<file path="src/rtl/utopia_phy_tx_if.sv">
// Utopia Level-1 PHY transmit bundle: cell enqueue handshake plus the byte-serial
// data/soc/clav/en bus toward the ATM-layer receive core.
interface utopia_phy_tx_if #(
  parameter int IfWidth   = 8,
  parameter int CellBytes = 53
);
  logic [CellBytes*8-1:0] cell_in;
  logic                   cell_valid;
  logic                   cell_ready;
  logic [IfWidth-1:0]     data;
  logic                   soc;
  logic                   clav;
  logic                   en;

  modport master (
    input  cell_in, cell_valid, en,
    output cell_ready, data, soc, clav
  );

  modport slave (
    output cell_in, cell_valid, en,
    input  cell_ready, data, soc, clav
  );
endinterface

</file>
<file path="src/rtl/utopia_phy_tx.sv">
// PHY-side Utopia Level-1 cell source: buffers whole cells in a small FIFO and
// streams them byte-serially under the receiver's active-low en.
module utopia_phy_tx #(
  parameter int IfWidth   = 8,
  parameter int CellBytes = 53,
  parameter int Depth     = 2
) (
  input  logic             clk_in,
  input  logic             reset,
  utopia_phy_tx_if.master  bus,
  output logic [15:0]      cells_sent
);
  localparam int PtrW = (Depth > 1) ? $clog2(Depth) : 1;
  localparam int CntW = PtrW + 1;
  localparam int IdxW = $clog2(CellBytes);
  localparam logic [IdxW-1:0] LastIdx = IdxW'(CellBytes - 1);

  if (IfWidth != 8) begin : g_bad_width
    $error("utopia_phy_tx: IfWidth must be 8");
  end
  if (Depth < 2 || (Depth & (Depth - 1)) != 0) begin : g_bad_depth
    $error("utopia_phy_tx: Depth must be a power of 2 and >= 2");
  end

  typedef enum logic {IDLE, XFER} state_e;

  state_e                 state_q, state_d;
  logic [CellBytes*8-1:0] mem_q [Depth];
  logic [CellBytes*8-1:0] rd_cell;
  logic [PtrW-1:0]        wr_ptr_q, wr_ptr_d, rd_ptr_q, rd_ptr_d;
  logic [CntW-1:0]        count_q, count_d;
  logic [IdxW-1:0]        idx_q, idx_d;
  logic [IfWidth-1:0]     data_q, data_d;
  logic                   soc_q, soc_d, clav_q, clav_d;
  logic [15:0]            cells_sent_q, cells_sent_d;
  logic                   push, pop, start, last_byte;

  assign bus.cell_ready = count_q < CntW'(Depth);
  assign bus.data       = data_q;
  assign bus.soc        = soc_q;
  assign bus.clav       = clav_q;
  assign cells_sent     = cells_sent_q;

  assign rd_cell   = mem_q[rd_ptr_q];
  assign push      = bus.cell_valid && bus.cell_ready;
  assign start     = (state_q == IDLE) && clav_q && !bus.en;
  assign last_byte = (state_q == XFER) && !bus.en && (idx_q == LastIdx);

  always_ff @(posedge clk_in or posedge reset) begin
    if (reset) state_q <= IDLE;
    else       state_q <= state_d;
  end

  always_comb begin
    state_d = state_q;
    case (state_q)
      IDLE:    if (start) state_d = XFER;
      XFER:    if (last_byte) state_d = IDLE;
      default: state_d = IDLE;
    endcase
  end

  always_comb begin
    data_d       = data_q;
    soc_d        = 1'b0;
    idx_d        = idx_q;
    pop          = 1'b0;
    cells_sent_d = cells_sent_q;
    case (state_q)
      IDLE: begin
        if (start) begin
          data_d = rd_cell[IfWidth-1:0];
          soc_d  = 1'b1;
          idx_d  = IdxW'(1);
        end
      end
      XFER: begin
        if (!bus.en) begin
          data_d = rd_cell[IfWidth*idx_q +: IfWidth];
          idx_d  = idx_q + 1'b1;
          if (last_byte) begin
            pop          = 1'b1;
            idx_d        = '0;
            cells_sent_d = cells_sent_q + 16'd1;
          end
        end
      end
      default: ;
    endcase
    wr_ptr_d = wr_ptr_q + PtrW'(push);
    rd_ptr_d = rd_ptr_q + PtrW'(pop);
    count_d  = count_q + CntW'(push) - CntW'(pop);
    // The cell being streamed still occupies its slot until popped, so it is
    // excluded from availability using the next-cycle state.
    clav_d   = count_d > CntW'(state_d == XFER);
  end

  always_ff @(posedge clk_in or posedge reset) begin
    if (reset) begin
      wr_ptr_q     <= '0;
      rd_ptr_q     <= '0;
      count_q      <= '0;
      idx_q        <= '0;
      data_q       <= '0;
      soc_q        <= 1'b0;
      clav_q       <= 1'b0;
      cells_sent_q <= '0;
    end else begin
      wr_ptr_q     <= wr_ptr_d;
      rd_ptr_q     <= rd_ptr_d;
      count_q      <= count_d;
      idx_q        <= idx_d;
      data_q       <= data_d;
      soc_q        <= soc_d;
      clav_q       <= clav_d;
      cells_sent_q <= cells_sent_d;
    end
  end

  always_ff @(posedge clk_in) begin
    if (push) mem_q[wr_ptr_q] <= bus.cell_in;
  end
endmodule

</file>
<file path="src/flat_wrapper.sv">
// flat-port wrapper written by rule: the top's interface ports become plain ports
module utopia_phy_tx_flat 
#(
  parameter int IfWidth   = 8,
  parameter int CellBytes = 53,
  parameter int Depth     = 2
)
  (clk_in, reset, cells_sent, bus_cell_in, bus_cell_valid, bus_en, bus_cell_ready, bus_data, bus_soc, bus_clav);
  utopia_phy_tx_if #(.IfWidth(IfWidth), .CellBytes(CellBytes)) bus_i ();
  input  logic clk_in;
  input  logic reset;
  output logic [15:0] cells_sent;
  input wire logic [$bits(bus_i.cell_in)-1:0] bus_cell_in;
  input wire logic [$bits(bus_i.cell_valid)-1:0] bus_cell_valid;
  input wire logic [$bits(bus_i.en)-1:0] bus_en;
  output wire logic [$bits(bus_i.cell_ready)-1:0] bus_cell_ready;
  output wire logic [$bits(bus_i.data)-1:0] bus_data;
  output wire logic [$bits(bus_i.soc)-1:0] bus_soc;
  output wire logic [$bits(bus_i.clav)-1:0] bus_clav;
  assign bus_i.cell_in = bus_cell_in;
  assign bus_i.cell_valid = bus_cell_valid;
  assign bus_i.en = bus_en;
  assign bus_cell_ready = bus_i.cell_ready;
  assign bus_data = bus_i.data;
  assign bus_soc = bus_i.soc;
  assign bus_clav = bus_i.clav;
  utopia_phy_tx #(.IfWidth(IfWidth), .CellBytes(CellBytes), .Depth(Depth)) u_core (.clk_in(clk_in), .reset(reset), .bus(bus_i), .cells_sent(cells_sent));
endmodule
</file>
<file path="config.mk">
export PLATFORM = sky130hd
export DESIGN_NAME = utopia_phy_tx_flat
export DESIGN_NICKNAME = d
export VERILOG_FILES = /design/src/rtl/utopia_phy_tx_if.sv /design/src/rtl/utopia_phy_tx.sv /design/src/flat_wrapper.sv
export SDC_FILE = /design/constraint.sdc
export NUM_CORES = 1
export LEC_CHECK = 0
export CAP_MARGIN = 20
export CELL_PAD_IN_SITES_DETAIL_PLACEMENT = 0
export CELL_PAD_IN_SITES_GLOBAL_PLACEMENT = 2
export CORE_MARGIN = 2
export CORE_UTILIZATION = 45
export CTS_CLUSTER_SIZE = 30
export DETAILED_ROUTE_END_ITERATION = 10
export PLACE_DENSITY_LB_ADDON = 0.1
export SLEW_MARGIN = 20
export SYNTH_ARGS = -nofsm -noshare
export SYNTH_HDL_FRONTEND = slang
export SYNTH_SLANG_ARGS = --single-unit
</file>
<file path="constraint.sdc">
create_clock -name clk_in -period 23.7 [get_ports clk_in]
set_input_delay 4.74 -clock clk_in [delete_from_list [all_inputs] [get_ports clk_in]]
set_output_delay 4.74 -clock clk_in [all_outputs]
set_load 0.01 [all_outputs]
</file>
==> results by group <==
Setup path
  • CP arrival: about 8.4 ns
  • CP Capture Type: register
  • Worst r2r dst: u_core.bus.data[2]
  • Reg-to-reg slack, setup: approximately 19 ns
  • R2R Path Start: u_core.rd_ptr_q
  • CP Class: input port to register
  • Critical path peak fanout: 75
  • Reg2Reg Depth: 8
  • CP required: roughly 24 ns
  • Critical path startpoint category: input port

Logic synthesis
  • Yosys top cell area share: between 70% and 80%
  • Yosys top cell by area: edfxtp_1
  • Yosys warns: 0
  • Number of synthesized flops with an enable pin: approximately 850
  • Most common cell in the netlist: edfxtp_1
  • Fraction of registers with async set/reset: 4.181%
  • Sequential-to-total area share from yosys stat: 76.33%
  • Commonest cells in the netlist: edfxtp_1 (848), mux2i_1 (199), mux4_2 (115)
  • Post-Syn Instances: 1732
  • #FFs+latches synth: ~890
  • Synth area leaders: edfxtp_1 (74%), mux4_2 (7.5%), mux2i_1 (5.8%), dfrtp_1 (2.7%), mux4_1 (0.91%)
  • Cell variety after synth: between 60 and 70
  • Primary FF master, synth: edfxtp_1
  • Area of the mapped netlist: 0.03458 sq mm
  • Syn Nets: 2168
  • Syn_area_per_cell: ~20 sq um

Clocking
  • TritonCTS clock tree: yes
  • Number of setup buffers added after CTS: 0
  • Deepest clock path buffer count: 3
  • # hold bufs at CTS: 0
  • Total CTS buffers: between 90 and 100
  • Clock Root Buffer: clkbuf_16
  • H-Tree Level Count: 3
  • Post-CTS sizing: 0
  • Worst skew pair latency: 0.64 ns
  • CTS clk-pin slew, worst paths: about 0.060 ns
  • Num Clock Sinks: 885

STA
  • Setup ws final: between 15 and 20 ns
  • Final slew viol count: 0
  • Worst Max-Slew Pin Slew: 1.133 ns
  • Final hold vios: 0
  • Fin Clk Skew: around 0.023 ns
  • Fmax: around 120 MHz
  • Setup TNS: 0 ns
  • Unrepaired setup endpoints after global routing: false
  • Worst slew margin: approximately a quarter
  • Setup Viol. Count Final: 0
  • Final min period: around 8.1 ns
  • Period Utilization, post-route: between 30% and 40%

Floorplan
  • IO Count: roughly 460
  • Initial Util: between 40% and 50%
  • Chip width: between 200 and 300 um
  • Die height: approximately 280 um
  • Die area: between 0.07 and 0.08 sq mm
  • Row count: 101
  • Core Area: between 0.07 and 0.08 sq mm

Route
  • DR WL/cell: 27.83 um
  • Post-route DRC: 0
  • Initial DRT Pass Iterations: 5
  • Vias: 18334
  • Final ANT Viol Nets: 0
  • Routed WL: 92670 um
  • Initial drt markers: 1655
  • DR vias/cell: ~5.5

Place
  • IO buf count: ~450
  • Pre-CTS setup slack: 14.83 ns
  • Placer Congestion: 0.8004
  • Area after DPL: around 0.04 sq mm
  • Hpwl dp: ~63000 um

Global routing
  • Wire length of the first global-routing pass: 130700 um
  • Antenna violations before repair: 25
  • Vias in the first global route: approximately 19000
  • Total grt overflow: 0
  • GRT Overall Usage: a little under a quarter
  • Largest net degree at the start of global routing: 181

Job
  • Max Cap Violations: 0

Pwr
  • Max IR drop VDD: 81.33 uV
  • Power per cell area: between 100 and 150 mW/mm^2
  • Leak pwr: around 14 nW

Cells and area
  • Post-route cell area: 0.04297 sq mm
  • Layout cells sized above 1: 12.61%
  • Area Growth Syn to Fin: 24.28%
  • Layout net count: between 2000 and 3000

Hold path
  • Depth of the worst hold-timing path: 1
  • Worst Hold Class: register to register
  • Min-Delay Startpoint: u_core.cells_sent[15]
  • WHS Endpoint: u_core.cells_sent[15]

Run status
  • Status: completed
==> where the power goes <==
group | internal [W] | switching, W | total (W)
sequential | 0.00204 | 0.0000968 | 0.00214
combinational | 0.000303 | 0.000545 | 0.000848
clock | 0.000819 | 0.000581 | 0.00140
==> per-layer routing <==
metal  GRT usage, %  part of all wire [%]
met1          31.45                    41
met2          38.78                    50
met3          5.528                   7.1
met4          5.992                   2.2
met5              0                  0.12
==> layout make-up <==
type	count	area (sq um)
Timing Repair Buffer	485	4815
Clock buffer	117	2460
Multi-Input combinational cell	737	7465
Inverter	17	63.81
Clock inverter	50	454.2
Antenna cell	9	22.52
Fill cell	5861	32980
Sequential cell	885	26400
Tap cell	1030	1289
==> worst max-delay path, stage by stage <==
cell and delay (ns):
clkdlybuf4s50_1 0.48, nor2b_1 0.39, ha_4 0.81, buf_4 0.87
buf_4 0.95
==> layout by cell type, fill, tap and decap left out, drive strengths merged, types with 7 or more instances in the layout <==
| master | synthesis | final |
|---|---|---|
| diode | 0 | 9 |
| o21ai | 34 | 34 |
| a21oi | 29 | 29 |
| a211oi | 12 | 12 |
| nand2 | 70 | 70 |
| a22oi | 25 | 25 |
| bufinv | 0 | 8 |
| clkinv | 1 | 41 |
| buf | 56 | 31 |
| a22o | 7 | 7 |
| a31oi | 9 | 9 |
| dfrtp | 37 | 37 |
| mux4 | 127 | 127 |
| edfxtp | 848 | 848 |
| nor4 | 9 | 9 |
| o221ai | 18 | 18 |
| nand3 | 20 | 20 |
| nor3 | 16 | 16 |
| nor2b | 9 | 9 |
| inv | 16 | 18 |
| o22ai | 43 | 43 |
| nor2 | 29 | 29 |
| xnor2 | 13 | 13 |
| clkdlybuf4s50 | 0 | 454 |
| ha | 8 | 8 |
| clkbuf | 37 | 117 |
| mux2i | 199 | 199 |
==> worst max-delay path by stage <==
| stage | from | to | slack [ns] | depth (start not counted) |
|---|---|---|---|---|
| global route | bus_cell_valid | u_core.mem_q[0][113] | 15.32 | 5 |
| finish | bus_cell_valid | u_core.mem_q[0][113] | 15.57 | 5 |
| detailed placement | bus_cell_valid | u_core.mem_q[0][159] | 14.83 | 5 |
| global placement | bus_cell_valid | u_core.mem_q[0][65] | 14.89 | 5 |
| CTS | bus_cell_valid | u_core.mem_q[0][113] | 15.50 | 5 |
| floorplan | bus_cell_valid | u_core.mem_q[1][0] | 8.21 | 2 |
==> cells by family after synthesis <==
group / after synthesis / synth area share, %
AO/OA/AOI/OAI: 206 / 4.071
XOR/XNOR: 18 / 0.4560
adder cells (fa/ha/maj): 8 / 0.2895
buffers and inverters: 110 / 2.186
flip-flops: 885 / 76.33
multiplexers: 329 / 14.26
AND/OR/NAND/NOR: 176 / 2.410
==> flip-flops by register name (all words and copies together) (netlist names) <==
| register | count |
|---|---|
| u_core.bus.data | 8 |
| u_core.bus.soc | 1 |
| u_core.bus.clav | 1 |
| u_core.mem_q | 848 |
| u_core.rd_ptr_q | 1 |
| u_core.cells_sent | 16 |
| u_core.idx_q | 6 |
| u_core.state_q | 1 |
| u_core.count_q | 2 |
| u_core.wr_ptr_q | 1 |
==> metrics by stage <==
step           cells  hold WS (ns)  total power [W]  utilization, %
2_1_floorplan   1732        0.4819         0.002734               -
3_3_place_gp    3154        0.4702         0.003014           52.71
3_5_place_dp    3154        0.4822         0.003036           52.71
4_1_cts         3321        0.4896         0.004436           56.55
5_1_grt         3327        0.5177         0.004558           56.57
6_report        3330        0.4894         0.004389           56.58
(Power assumes the default switching activity.)
